`config.mk`:
```
export PLATFORM = sky130hd
export DESIGN_NAME = c2f_burst_writer
export DESIGN_NICKNAME = d
export VERILOG_FILES = /design/src/rtl/c2f_burst_writer.sv
export SDC_FILE = /design/constraint.sdc
export NUM_CORES = 1
export LEC_CHECK = 0
export ABC_AREA = 1
export BUFFER_PORTS_ARGS = -buffer_cell sky130_fd_sc_hd__buf_2
export CORE_ASPECT_RATIO = 0.7
export CORE_MARGIN = 3
export CORE_UTILIZATION = 23
export CTS_CLUSTER_SIZE = 12
export DETAILED_ROUTE_END_ITERATION = 10
export PLACE_DENSITY = 0.44
export SLEW_MARGIN = 0
export SYNTH_ARGS = -nofsm -noshare
export SYNTH_HDL_FRONTEND = slang
export SYNTH_SLANG_ARGS = --single-unit
```
`constraint.sdc`:
```
create_clock -name sysClk -period 2.27 [get_ports sysClk]
set_clock_uncertainty 0.05 [all_clocks]
set_input_delay 0.454 -clock sysClk [delete_from_list [all_inputs] [get_ports sysClk]]
set_output_delay 0.454 -clock sysClk [all_outputs]
set_load 0.005 [all_outputs]
```
`src/rtl/c2f_burst_writer.sv`:
```
// Turns parsed CPU->FPGA write requests (header + qword beats) into byte-masked C2F chunk RAM
// writes, and owns the doorbell-driven wrIndex published to the consumer.
module c2f_burst_writer #(
  parameter int unsigned OFS_NBITS = 9,
  parameter int unsigned IDX_NBITS = 3,
  parameter int unsigned LEN_NBITS = 10
) (
  input  logic                           sysClk,
  input  logic                           sysRst_n,
  input  logic                           hdrValid,
  output logic                           hdrReady,
  input  logic [IDX_NBITS+OFS_NBITS-1:0] hdrAddr,
  input  logic [LEN_NBITS-1:0]           hdrLen,
  input  logic [7:0]                     hdrFirstBE,
  input  logic [7:0]                     hdrLastBE,
  input  logic                           datValid,
  output logic                           datReady,
  input  logic [63:0]                    datData,
  input  logic                           dbValid,
  input  logic [IDX_NBITS-1:0]           dbIndex,
  input  logic [IDX_NBITS-1:0]           rdIndex,
  output logic                           ramWrEnable,
  output logic [7:0]                     ramWrByteMask,
  output logic [IDX_NBITS+OFS_NBITS-1:0] ramWrAddr,
  output logic [63:0]                    ramWrData,
  output logic [IDX_NBITS-1:0]           wrIndex,
  output logic [IDX_NBITS-1:0]           freeChunks,
  output logic [1:0]                     errSticky
);

  localparam int unsigned AddrW = IDX_NBITS + OFS_NBITS;
  localparam logic [31:0] WindowQwords = 32'(1) << AddrW;
  localparam logic [IDX_NBITS-1:0] IdxMax = '1;

  typedef enum logic [1:0] {StIdle, StData, StDrop} state_e;

  state_e               state_q, state_d;
  logic [AddrW-1:0]     addr_q, addr_d;
  logic [LEN_NBITS-1:0] remain_q, remain_d;
  logic                 first_q, first_d;
  logic [7:0]           first_be_q, first_be_d;
  logic [7:0]           last_be_q, last_be_d;
  logic                 hdr_rdy_q, hdr_rdy_d;
  logic                 dat_rdy_q, dat_rdy_d;

  logic                 ram_en_q;
  logic [7:0]           ram_mask_q, ram_mask_d;
  logic [AddrW-1:0]     ram_addr_q;
  logic [63:0]          ram_data_q;

  logic [IDX_NBITS-1:0] wr_idx_q, wr_idx_d;
  logic                 db_pend_q, db_pend_d;
  logic [IDX_NBITS-1:0] db_pend_idx_q, db_pend_idx_d;
  logic [1:0]           err_q;

  logic                 hdr_fire, dat_fire, hdr_bad, beat_last, data_write;
  logic                 err_drop, err_ovf, db_go;
  logic [IDX_NBITS-1:0] db_val;
  logic [31:0]          end_addr;

  assign hdr_fire   = hdrValid & hdr_rdy_q;
  assign dat_fire   = datValid & dat_rdy_q;
  assign end_addr   = 32'(hdrAddr) + 32'(hdrLen);
  assign hdr_bad    = (hdrLen == '0) || (end_addr > WindowQwords);
  assign beat_last  = (remain_q == LEN_NBITS'(1));
  assign data_write = dat_fire && (state_q == StData);

  always_comb begin
    state_d    = state_q;
    addr_d     = addr_q;
    remain_d   = remain_q;
    first_d    = first_q;
    first_be_d = first_be_q;
    last_be_d  = last_be_q;
    err_drop   = 1'b0;
    unique case (state_q)
      StIdle: begin
        if (hdr_fire) begin
          addr_d     = hdrAddr;
          remain_d   = hdrLen;
          first_d    = 1'b1;
          first_be_d = hdrFirstBE;
          last_be_d  = hdrLastBE;
          if (hdr_bad) begin
            state_d  = StDrop;
            err_drop = 1'b1;
          end else begin
            state_d = StData;
          end
        end
      end
      StData: begin
        if (dat_fire) begin
          addr_d   = addr_q + AddrW'(1);
          remain_d = remain_q - LEN_NBITS'(1);
          first_d  = 1'b0;
          if (beat_last) state_d = StIdle;
        end
      end
      StDrop: begin
        // A zero-length drop has nothing to swallow and leaves straight away.
        if (remain_q == '0) begin
          state_d = StIdle;
        end else if (dat_fire) begin
          remain_d = remain_q - LEN_NBITS'(1);
          if (beat_last) state_d = StIdle;
        end
      end
      default: state_d = StIdle;
    endcase
    hdr_rdy_d = (state_d == StIdle);
    dat_rdy_d = (state_d == StData) || ((state_d == StDrop) && (remain_d != '0));
  end

  always_comb begin
    ram_mask_d = 8'hFF;
    if (first_q && beat_last) begin
      ram_mask_d = first_be_q & last_be_q;
    end else if (first_q) begin
      ram_mask_d = first_be_q;
    end else if (beat_last) begin
      ram_mask_d = last_be_q;
    end
  end

  // Doorbells seen mid-burst are parked and only published once the FSM is back in idle,
  // so the consumer never sees a chunk whose final write is still in flight.
  always_comb begin
    wr_idx_d      = wr_idx_q;
    db_pend_d     = db_pend_q;
    db_pend_idx_d = db_pend_idx_q;
    err_ovf       = 1'b0;
    db_go         = 1'b0;
    db_val        = db_pend_idx_q;
    if (state_q == StIdle) begin
      db_go     = dbValid | db_pend_q;
      db_val    = dbValid ? dbIndex : db_pend_idx_q;
      db_pend_d = 1'b0;
      if (db_go) begin
        if ((db_val == rdIndex) && (db_val != wr_idx_q)) begin
          err_ovf = 1'b1;
        end else begin
          wr_idx_d = db_val;
        end
      end
    end else if (dbValid) begin
      db_pend_d     = 1'b1;
      db_pend_idx_d = dbIndex;
    end
  end

  always_ff @(posedge sysClk or negedge sysRst_n) begin
    if (!sysRst_n) begin
      state_q       <= StIdle;
      addr_q        <= '0;
      remain_q      <= '0;
      first_q       <= 1'b0;
      first_be_q    <= '0;
      last_be_q     <= '0;
      hdr_rdy_q     <= 1'b0;
      dat_rdy_q     <= 1'b0;
      ram_en_q      <= 1'b0;
      ram_mask_q    <= '0;
      ram_addr_q    <= '0;
      ram_data_q    <= '0;
      wr_idx_q      <= '0;
      db_pend_q     <= 1'b0;
      db_pend_idx_q <= '0;
      err_q         <= '0;
    end else begin
      state_q       <= state_d;
      addr_q        <= addr_d;
      remain_q      <= remain_d;
      first_q       <= first_d;
      first_be_q    <= first_be_d;
      last_be_q     <= last_be_d;
      hdr_rdy_q     <= hdr_rdy_d;
      dat_rdy_q     <= dat_rdy_d;
      ram_en_q      <= data_write;
      if (data_write) begin
        ram_mask_q <= ram_mask_d;
        ram_addr_q <= addr_q;
        ram_data_q <= datData;
      end
      wr_idx_q      <= wr_idx_d;
      db_pend_q     <= db_pend_d;
      db_pend_idx_q <= db_pend_idx_d;
      err_q         <= err_q | {err_ovf, err_drop};
    end
  end

  assign hdrReady      = hdr_rdy_q;
  assign datReady      = dat_rdy_q;
  assign ramWrEnable   = ram_en_q;
  assign ramWrByteMask = ram_mask_q;
  assign ramWrAddr     = ram_addr_q;
  assign ramWrData     = ram_data_q;
  assign wrIndex       = wr_idx_q;
  assign freeChunks    = IdxMax - (wr_idx_q - rdIndex);
  assign errSticky     = err_q;

endmodule

```
# After elaboration in Yosys (flattened, before gate mapping)
# Index checks and enable logic that the tools add are counted.
[totals]
register_bits = 137
input_bits = 113
[op_classes]
add_sub_neg = 5
magnitude_cmp = 1
eq_ne = 9
n_mux = 28
bitwise_logic = 6
n_reduce_logical = 16
[op_table]
columns = ["op", "n"]
rows = [
  ["2-to-1 mux 10 bit", 3],
  ["case mux 10 bit (3 select lines)", 1],
  ["2-to-1 mux 12 bit", 2],
  ["2-to-1 mux 8 bit", 3],
  ["case mux 12 bit (2 select lines)", 1],
  ["logical NOT 10 bit", 2],
  ["adder 12 x 10 -> 13 bit", 1],
  ["greater-than comparator 13 bit (second input constant)", 1],
  ["adder 12 x 1 -> 12 bit (second input constant)", 1],
  ["== test 10 x 1 -> 1 bit (second input constant)", 1],
  ["2-to-1 mux 1 bit", 10],
  ["2-to-1 mux 2 bit", 5],
  ["nonzero test 10 bit", 1],
  ["subtractor 10 x 1 -> 10 bit (second input constant)", 1],
  ["bitwise AND 8 bit", 1],
  ["case mux 2 bit (3 select lines)", 1],
  ["AND reduction 3 bit", 2],
  ["== test 2 x 1 -> 1 bit (second input constant)", 2],
  ["== test 2 bit (second input constant)", 2],
  ["logical AND 1 bit", 4],
  ["logical NOT 2 bit", 2],
  ["inequality test 2 bit (second input constant)", 2],
  ["nonzero test 2 bit", 2],
  ["== test 3 bit", 1],
  ["11 further kinds", 13],
]

# Depth between registers and ports, before layout
# Gate-level depths: netlist of run 1.
[depth]
word_depth = 9
depth_mapped = 18

# Worst setup path before layout of run 1
# No wires, ideal clock.
[synth_timing]
kind = "in2reg"
start = "input hdrAddr[0]"
end = "register dat_rdy_q, in the netlist datReady"
setup_time_ps = 116
arrival_time_ps = 2129
slack_ps = -26
path_stages = 15
path_buffers = 0
cell_sequence = "ha_1 fa_1 or2_2 nor2_1 nand3_1 nor2_1 nand3_1 nor2_1 nand3_1 nand2_1 nand2_1 nand2_1 nand2_1 nand2_1 nand2_1"
[synth_between]
elab_chain_len = 9
[synth_lines]
columns = ["item", "line", "source"]
rows = [
  ["start: declaration", "12", "input logic [IDX_NBITS+OFS_NBITS-1:0] hdrAddr,"],
  ["adder 12 x 10 -> 13 bit *", "63", "assign end_addr = 32'(hdrAddr) + 32'(hdrLen);"],
  ["greater-than comparator 13 bit *", "64", "assign hdr_bad = (hdrLen == '0) || (end_addr > WindowQwords);"],
  ["logical OR 1 bit *", "64", ""],
  ["2-to-1 mux 2 bit *", "84", "if (hdr_bad) begin"],
  ["2-to-1 mux 2 bit *", "78", "if (hdr_fire) begin"],
  ["case mux 2 bit (3 select lines) *", "76", "unique case (state_q)"],
  ["named net state_d[1]", "37", "state_e state_q, state_d;"],
  ["== test 2 bit", "112", "dat_rdy_d = (state_d == StData) || ((state_d == StDrop) && (remain_d != '0));"],
  ["logical AND 1 bit", "112", ""],
  ["logical OR 1 bit *", "112", ""],
  ["named net dat_rdy_d", "44", "logic dat_rdy_q, dat_rdy_d;"],
  ["end signal: assignment", "178", "dat_rdy_q <= dat_rdy_d;"],
  ["end: declaration", "44", ""],
]
# Mark *: on every way through the listed nets, which the timed path passes. The rest lies on a longest branch.
# A chain may end at the register's enable or synchronous reset.

# Worst setup path in the final report of run 1
[layout_timing]
start = "register wr_idx_q[0], in the netlist wrIndex[0]"
end = "output freeChunks[2]"
[layout_between]
elab_chain_len = 2
[layout_lines]
columns = ["item", "line", "source"]
rows = [
  ["start: declaration", "51", "logic [IDX_NBITS-1:0] wr_idx_q, wr_idx_d;"],
  ["start signal: assignment", "185", "wr_idx_q <= wr_idx_d;"],
  ["subtractor 3 bit (2 in a row)", "199", "assign freeChunks = IdxMax - (wr_idx_q - rdIndex);"],
  ["end: declaration", "27", "output logic [IDX_NBITS-1:0] freeChunks,"],
]
# Every way passes these cells.

==> results of run 1 <==
==> layer usage <==
| metal | GRT usage (%) | vias to the layer above | routed length, um |
|---|---|---|---|
| met5 | 0 | - | 0 |
| met4 | 4.02 | 0 | 316 |
| met3 | 3.40 | 17 | 1310 |
| met2 | 19.5 | 171 | 9290 |
| met1 | 21.1 | 2976 | 11600 |
| li1 | - | 3341 | - |
==> worst paths after layout <==
| path | start | to | slack (ps) | cells past startpoint |
|---|---|---|---|---|
| max | wrIndex[0]$_DFFE_PN0P_ | freeChunks[2] | -70 | 6 |
| min | hdrLastBE[4] | last_be_q[4]$_DFFE_PN0P_ | 170 | 3 |
| max reg2reg | remain_q[0]$_DFF_PN0_ | datReady$_DFF_PN0_ | 250 | 13 |
| min reg2reg | ramWrData[38]$_DFFE_PN0P_ | ramWrData[38]$_DFFE_PN0P_ | 410 | 2 |
| max in group asynchronous | sysRst_n | remain_q[9]$_DFF_PN0_ | 1090 | 3 |
| min in group asynchronous | sysRst_n | ramWrData[1]$_DFFE_PN0P_ | 480 | 2 |
==> area by class of cell <==
cell class                 count  area share [%]
sequential                   137            36.0
clock inverter                11            2.04
timing repair buffer         270            16.5
clock buffer                  21            4.83
tap                          378            4.97
inverter                      79            3.13
multi-input combinational    647            32.6
==> cell families after synthesis <==
logic type / after synthesis
buf+inv: 106
xor+xnor: 15
flops: 137
compound gates: 81
mux: 2
fa+ha+maj: 16
simple gates: 533
==> Yosys cell counts <==
master | number | area (um2)
dfrtp_1 | 137 | 3430
buf_2 | 8 | 40.0
fa_1 | 2 | 40.0
xor2_1 | 12 | 105
a21boi_0 | 1 | 7.51
o21ai_1 | 6 | 30.0
or2_2 | 2 | 12.5
inv_1 | 76 | 285
nor2_4 | 2 | 22.5
a31oi_1 | 3 | 18.8
o21bai_1 | 1 | 7.51
nand2_1 | 399 | 1500
clkbuf_1 | 19 | 71.3
a21oi_1 | 14 | 70.1
o221ai_1 | 8 | 70.1
a2bb2oi_1 | 1 | 8.76
nand2_4 | 2 | 22.5
o21ai_0 | 36 | 180
mux2_2 | 2 | 22.5
nor4_1 | 3 | 18.8
o211ai_1 | 6 | 45.0
o41ai_2 | 1 | 16.3
ha_1 | 14 | 175
inv_2 | 2 | 7.51
nand3_2 | 3 | 30.0
o22ai_1 | 3 | 18.8
nor3_2 | 1 | 10.0
xnor2_1 | 3 | 26.3
a22oi_2 | 1 | 12.5
nand4_1 | 16 | 100
nor3_1 | 1 | 5.00
nor2_2 | 4 | 25.0
nand2_2 | 7 | 43.8
nor2_1 | 51 | 191
nand3_1 | 41 | 205
clkinv_1 | 1 | 3.75
or2_1 | 1 | 6.26
==> flip-flops by register name, summed over array words and instances, names as in the netlist, 2 cells and up <==
register,cells
addr_q,12
db_pend_idx_q,3
errSticky,2
first_be_q,8
last_be_q,8
ramWrAddr,12
ramWrByteMask,8
ramWrData,64
remain_q,10
state_q,2
wrIndex,3
==> placed cells by master (no fill, tap or decap), types with 8 or more instances in the layout <==
| cell | instances |
|---|---|
| clkbuf_16 | 17 |
| nor2_1 | 49 |
| buf_4 | 58 |
| nand2_1 | 395 |
| o21ai_0 | 36 |
| xor2_1 | 12 |
| inv_1 | 74 |
| nand3_1 | 41 |
| dfrtp_1 | 136 |
| buf_2 | 206 |
| a21oi_1 | 14 |
| nand2_2 | 11 |
| nand4_1 | 16 |
| ha_1 | 12 |
| o221ai_1 | 8 |
==> power breakdown <==
part	internal [mW]	switching (mW)
sequential	2.51	0.0893
clock	2.01	1.12
combinational	0.416	0.536
==> timing repair <==
action,CTS,global route
pin swaps,1,5
buffers inserted,1,1
gates resized for setup,5,8
endpoints found under the setup margin,2,4
hold endpoints to repair,42,0
hold buffers,1,0
==> critical path, stage by stage (launching register included) <==
cell and delay, ps:
dfrtp_1 360, inv_2 70, ha_4 150, fa_2 360, xnor2_2 150, xor2_1 160, buf_2 140
==> impl_metrics.tcl, run 1 <==
set metrics [dict create \
    yosysSeqAreaShare_pct 49.8 \
    tightest_slew_ps 530 \
    final.setup.tns_ps -67.7 \
    synth_top_family_by_area "simple AND/OR/NAND/NOR gates" \
    fp-row-count 52 \
    worstPathMaxFanout 2 \
    holdWs_ps 170 \
    dpl-instance-area_mm2 0.00880 \
    placed_cells 1508 \
    synthSimpleGateAreaFrac_pct 31.8 \
    drive_gt1_share_pct 29.1 \
    clock_sinks 137 \
    clock_path_buffers 2 \
    cp.required_ps 1770 \
    hp-class "in -> reg" \
    violations "setup timing" \
    path_clk_slew_ps 60 \
    synth-adder-area-share_pct 3.13 \
    grt_pass1_wl_um 34500 \
    cts_buffers 17 \
    netlist_instances 890 \
    status "finished, violations left" \
    coreArea_mm2 0.0291 \
    power_density_mw_per_mm2 702 \
    syn_nets 1019 \
    io_pins 208 \
    synth-xor-area-share_pct 1.91 \
    rsz0062_at_grt "yes" \
    start_util_pct 23.6 \
    yosysWarnings 0 \
    power_leakage_nw 5.52 \
    crit_arrival_ps 1830 \
    pre_cts_ws_ps -350 \
    port_buffers 207 \
    fin_area_mm2 0.00953 \
    fin_util_pct 32.7 \
    clock_latency_ps 430 \
    worstSetupStartpointType "register" \
    syn2layout_area_growth_pct 38.4 \
    die_area_mm2 0.0321 \
    synth-seq-cells 137 \
    slew_viol_final 0 \
    grt_max_degree 57 \
    finalPower_mw 6.68 \
    cts-root-buf "clkbuf_16" \
    drc 0 \
    first_global_vias 6150 \
    peakVddDrop_mv 0.449 \
    grt-ovfl-total 0 \
    ff_latch_area_mm2 0.00343 \
    diodes 0 \
    period_share_pct 103 \
    die_x_um 213 \
    hold_violations 0 \
    multi_input_area_mm2 0.00310 \
    crit_path_end_kind "primary output" \
    nNetsFinal 1281 \
    die_h_um 151 \
    via_per_inst 4.22 \
    detail-route-antenna-nets 0 \
    synth_area_per_cell_um2 7.73 \
    syn_area_mm2 0.00688 \
    grt_use_total_pct 14.0 \
    cap_violations 0 \
    routedWlPerCell_um 14.6 \
    stdcell_count 1543 \
    dr.pass1.iters 5 \
    htreeDepth 4 \
    drt_wl_total_um 22500 \
    period_minus_slack_ps 2340 \
    globalplace.congestion 0.852 \
    synthMuxAreaShare_pct 0.327 \
    nFillCells 3144 \
    synth_cell_type_count 37 \
    cts_tree "done" \
    dp_hpwl_um 17100 \
    relSlewSlack_pct 64.7 \
    setup_ws_ps -67.7 \
    first_iter_violations 455 \
    fmax_mhz 428 \
    vias 6505 \
    worstSetupPathType "reg -> out" \
    antenna_found_initial 0 \
    synth_compound_area_share_pct 7.05 \
    setup_viol 1 \
]
(Power assumes the default switching activity.)
==> run 2, diff against run 1 <==
- CTS_CLUSTER_DIAMETER: unset -> 60
- PLACE_DENSITY: 0.44 -> unset
- RECOVER_POWER: unset -> 50
==> run 2 against run 1 <==
Sequential power hardly changed; the flow still finishes with violations (setup timing); worst hold slack better by 9.9 ps; largest cell class unchanged; die area stayed put; global-route usage is 0.91 points lower.
==> impl_metrics.tcl, run 2 (synthesized netlist as in run 1, its figures left out) <==
set metrics [dict create \
    first_iter_violations 439 \
    htreeDepth 4 \
    grt-ovfl-total 0 \
    r2r_slack_ps 140 \
    min_path_cells 3 \
    rsz0062_at_grt "yes" \
    period_minus_slack_ps 2340 \
    hp-class "in -> reg" \
    p_int_mw 4.60 \
    io_pins 208 \
    final_common_cell "nand2_1" \
    vias 6571 \
    drt_wl_total_um 21400 \
    die_area_mm2 0.0321 \
    largest_reg_flops 64 \
    combPwrFrac_pct 14.8 \
    power_density_mw_per_mm2 685 \
    dp_hpwl_um 16400 \
    r2r-end "datReady$_DFF_PN0_" \
    worstPathMaxFanout 2 \
    multi_input_area_mm2 0.00311 \
    clock_sinks 137 \
    mostFrequentLayoutCells "nand2_1 (398), buf_2 (179), dfrtp_1 (137)" \
    start_util_pct 23.6 \
    die_x_um 213 \
    peakVddDrop_mv 0.420 \
    status "finished, violations left" \
    grt_pass1_wl_um 32800 \
    fp-row-count 52 \
    nFillCells 3145 \
    power.switching_mw 1.76 \
    cap_violations 0 \
    fmax_mhz 428 \
    ff_latch_area_mm2 0.00343 \
    drive_gt1_share_pct 25.9 \
    worstSetupStartpointType "register" \
    power_leakage_nw 5.27 \
    crit_path_end_kind "primary output" \
    setup_viol 1 \
    slew_viol_final 0 \
    port_buffers 207 \
    crit_arrival_ps 1830 \
    clock_path_buffers 2 \
    diodes 0 \
    finalPower_mw 6.36 \
    period_share_pct 103 \
    setup_ws_ps -65.3 \
    nNetsFinal 1267 \
    reg2reg_from "state_q[0]$_DFF_PN0_" \
    cts_tree "done" \
    detail-route-antenna-nets 0 \
    violations "setup timing" \
    pwr-share-clk_pct 44.3 \
    cts-root-buf "clkbuf_16" \
    grt_use_total_pct 13.1 \
    antenna_found_initial 0 \
    syn2layout_area_growth_pct 34.9 \
    globalplace.congestion 0.915 \
    worstSetupPathType "reg -> out" \
    dr.pass1.iters 5 \
    final.setup.tns_ps -65.3 \
    cts_buffers 17 \
    drc 0 \
    r2r_cells 10 \
    hold_violations 0 \
    cp.required_ps 1770 \
    tightest_slew_ps 1080 \
    grt_max_degree 46 \
    relSlewSlack_pct 27.7 \
    via_per_inst 4.30 \
    p_seq_share_pct 40.9 \
    sw_frac_of_total_pct 27.7 \
    hp-start "datData[28]" \
    hold_end "ramWrData[28]$_DFFE_PN0P_" \
    coreArea_mm2 0.0291 \
    die_h_um 151 \
    clock_latency_ps 420 \
    first_global_vias 6147 \
    path_clk_slew_ps 60 \
    routedWlPerCell_um 14.0 \
]
## run 2: cell count changes in the layout (fill, tap and decap cells not counted), moves of 2 or more
cell        previous run  this run
buf_2                206       179
clkbuf_1               2        27
buf_4                 58        45
buf_12                 4         1
bufinv_16              5         2
clkinvlp_4             1         4
nand2_1              395       398
nand2_2               11         8
clkbuf_2               0         2
inv_1                 74        72
inv_2                  3         5
inv_6                  0         2
## run 2: worst max-delay path by stage
| stage | start | to | slack (ps) | cells past startpoint |
|---|---|---|---|---|
| 2_1_floorplan | hdrAddr[0] | datReady$_DFF_PN0_ | 20 | 15 |
| 3_3_place_gp | hdrAddr[0] | datReady$_DFF_PN0_ | -310 | 16 |
| 3_5_place_dp | hdrAddr[0] | datReady$_DFF_PN0_ | -330 | 16 |
| 4_1_cts | wrIndex[0]$_DFFE_PN0P_ | freeChunks[2] | -80 | 6 |
| 5_1_grt | wrIndex[0]$_DFFE_PN0P_ | freeChunks[2] | -190 | 6 |
| 6_report | wrIndex[0]$_DFFE_PN0P_ | freeChunks[2] | -70 | 6 |
## run 2: critical path: stages, from the launching register on
cell     delay [ps]
dfrtp_1         360
inv_2            60
ha_4            150
fa_2            360
xnor2_2         170
xor2_1          170
buf_2           140
## run 2: final cells by class
class / count / area share, %
sequential: 137 / 36.9
multi-input combinational: 647 / 33.5
timing repair buffer: 256 / 14.9
tap: 378 / 5.09
clock buffer: 19 / 4.88
inverter: 79 / 3.23
clock inverter: 13 / 1.55
## run 2: per-stage QoR
step / instances / cell area [um2] / setup WS (ps) / hold WS [ps] / utilization, %
global placement: 1492 / 8660 / -310 / 353 / 29.7
CTS: 1526 / 9300 / -78.3 / 151 / 31.9
finish: 1529 / 9280 / -65.3 / 180 / 31.9
detailed placement: 1492 / 8660 / -333 / 357 / 29.7
global route: 1529 / 9280 / -185 / 158 / 31.9
floorplan: 890 / 6880 / 15.8 / 108 / -
## run 2: power groups by stage
stage	clock network, mW	registers [mW]	logic [mW]
after detailed placement	0	2.64	0.877
after global placement	0	2.64	0.865
after CTS	2.92	2.60	0.889
final	2.82	2.60	0.939
after global routing	3.05	2.61	1.07
after floorplan	0	2.62	0.490
## run 2: timing repair
item	in CTS	in global routing
gates resized for setup	5	8
endpoints found under the setup margin	1	4
cloned	0	0
hold buffers	1	0
pin swaps	0	7
hold endpoints to repair	39	0
buffers inserted	1	3
## run 2: layer usage
metal,GRT usage (%),part of all wire [%]
met1,18.2,49
met2,19.9,43
met3,3.50,6.2
met4,3.52,1.6
met5,0,0
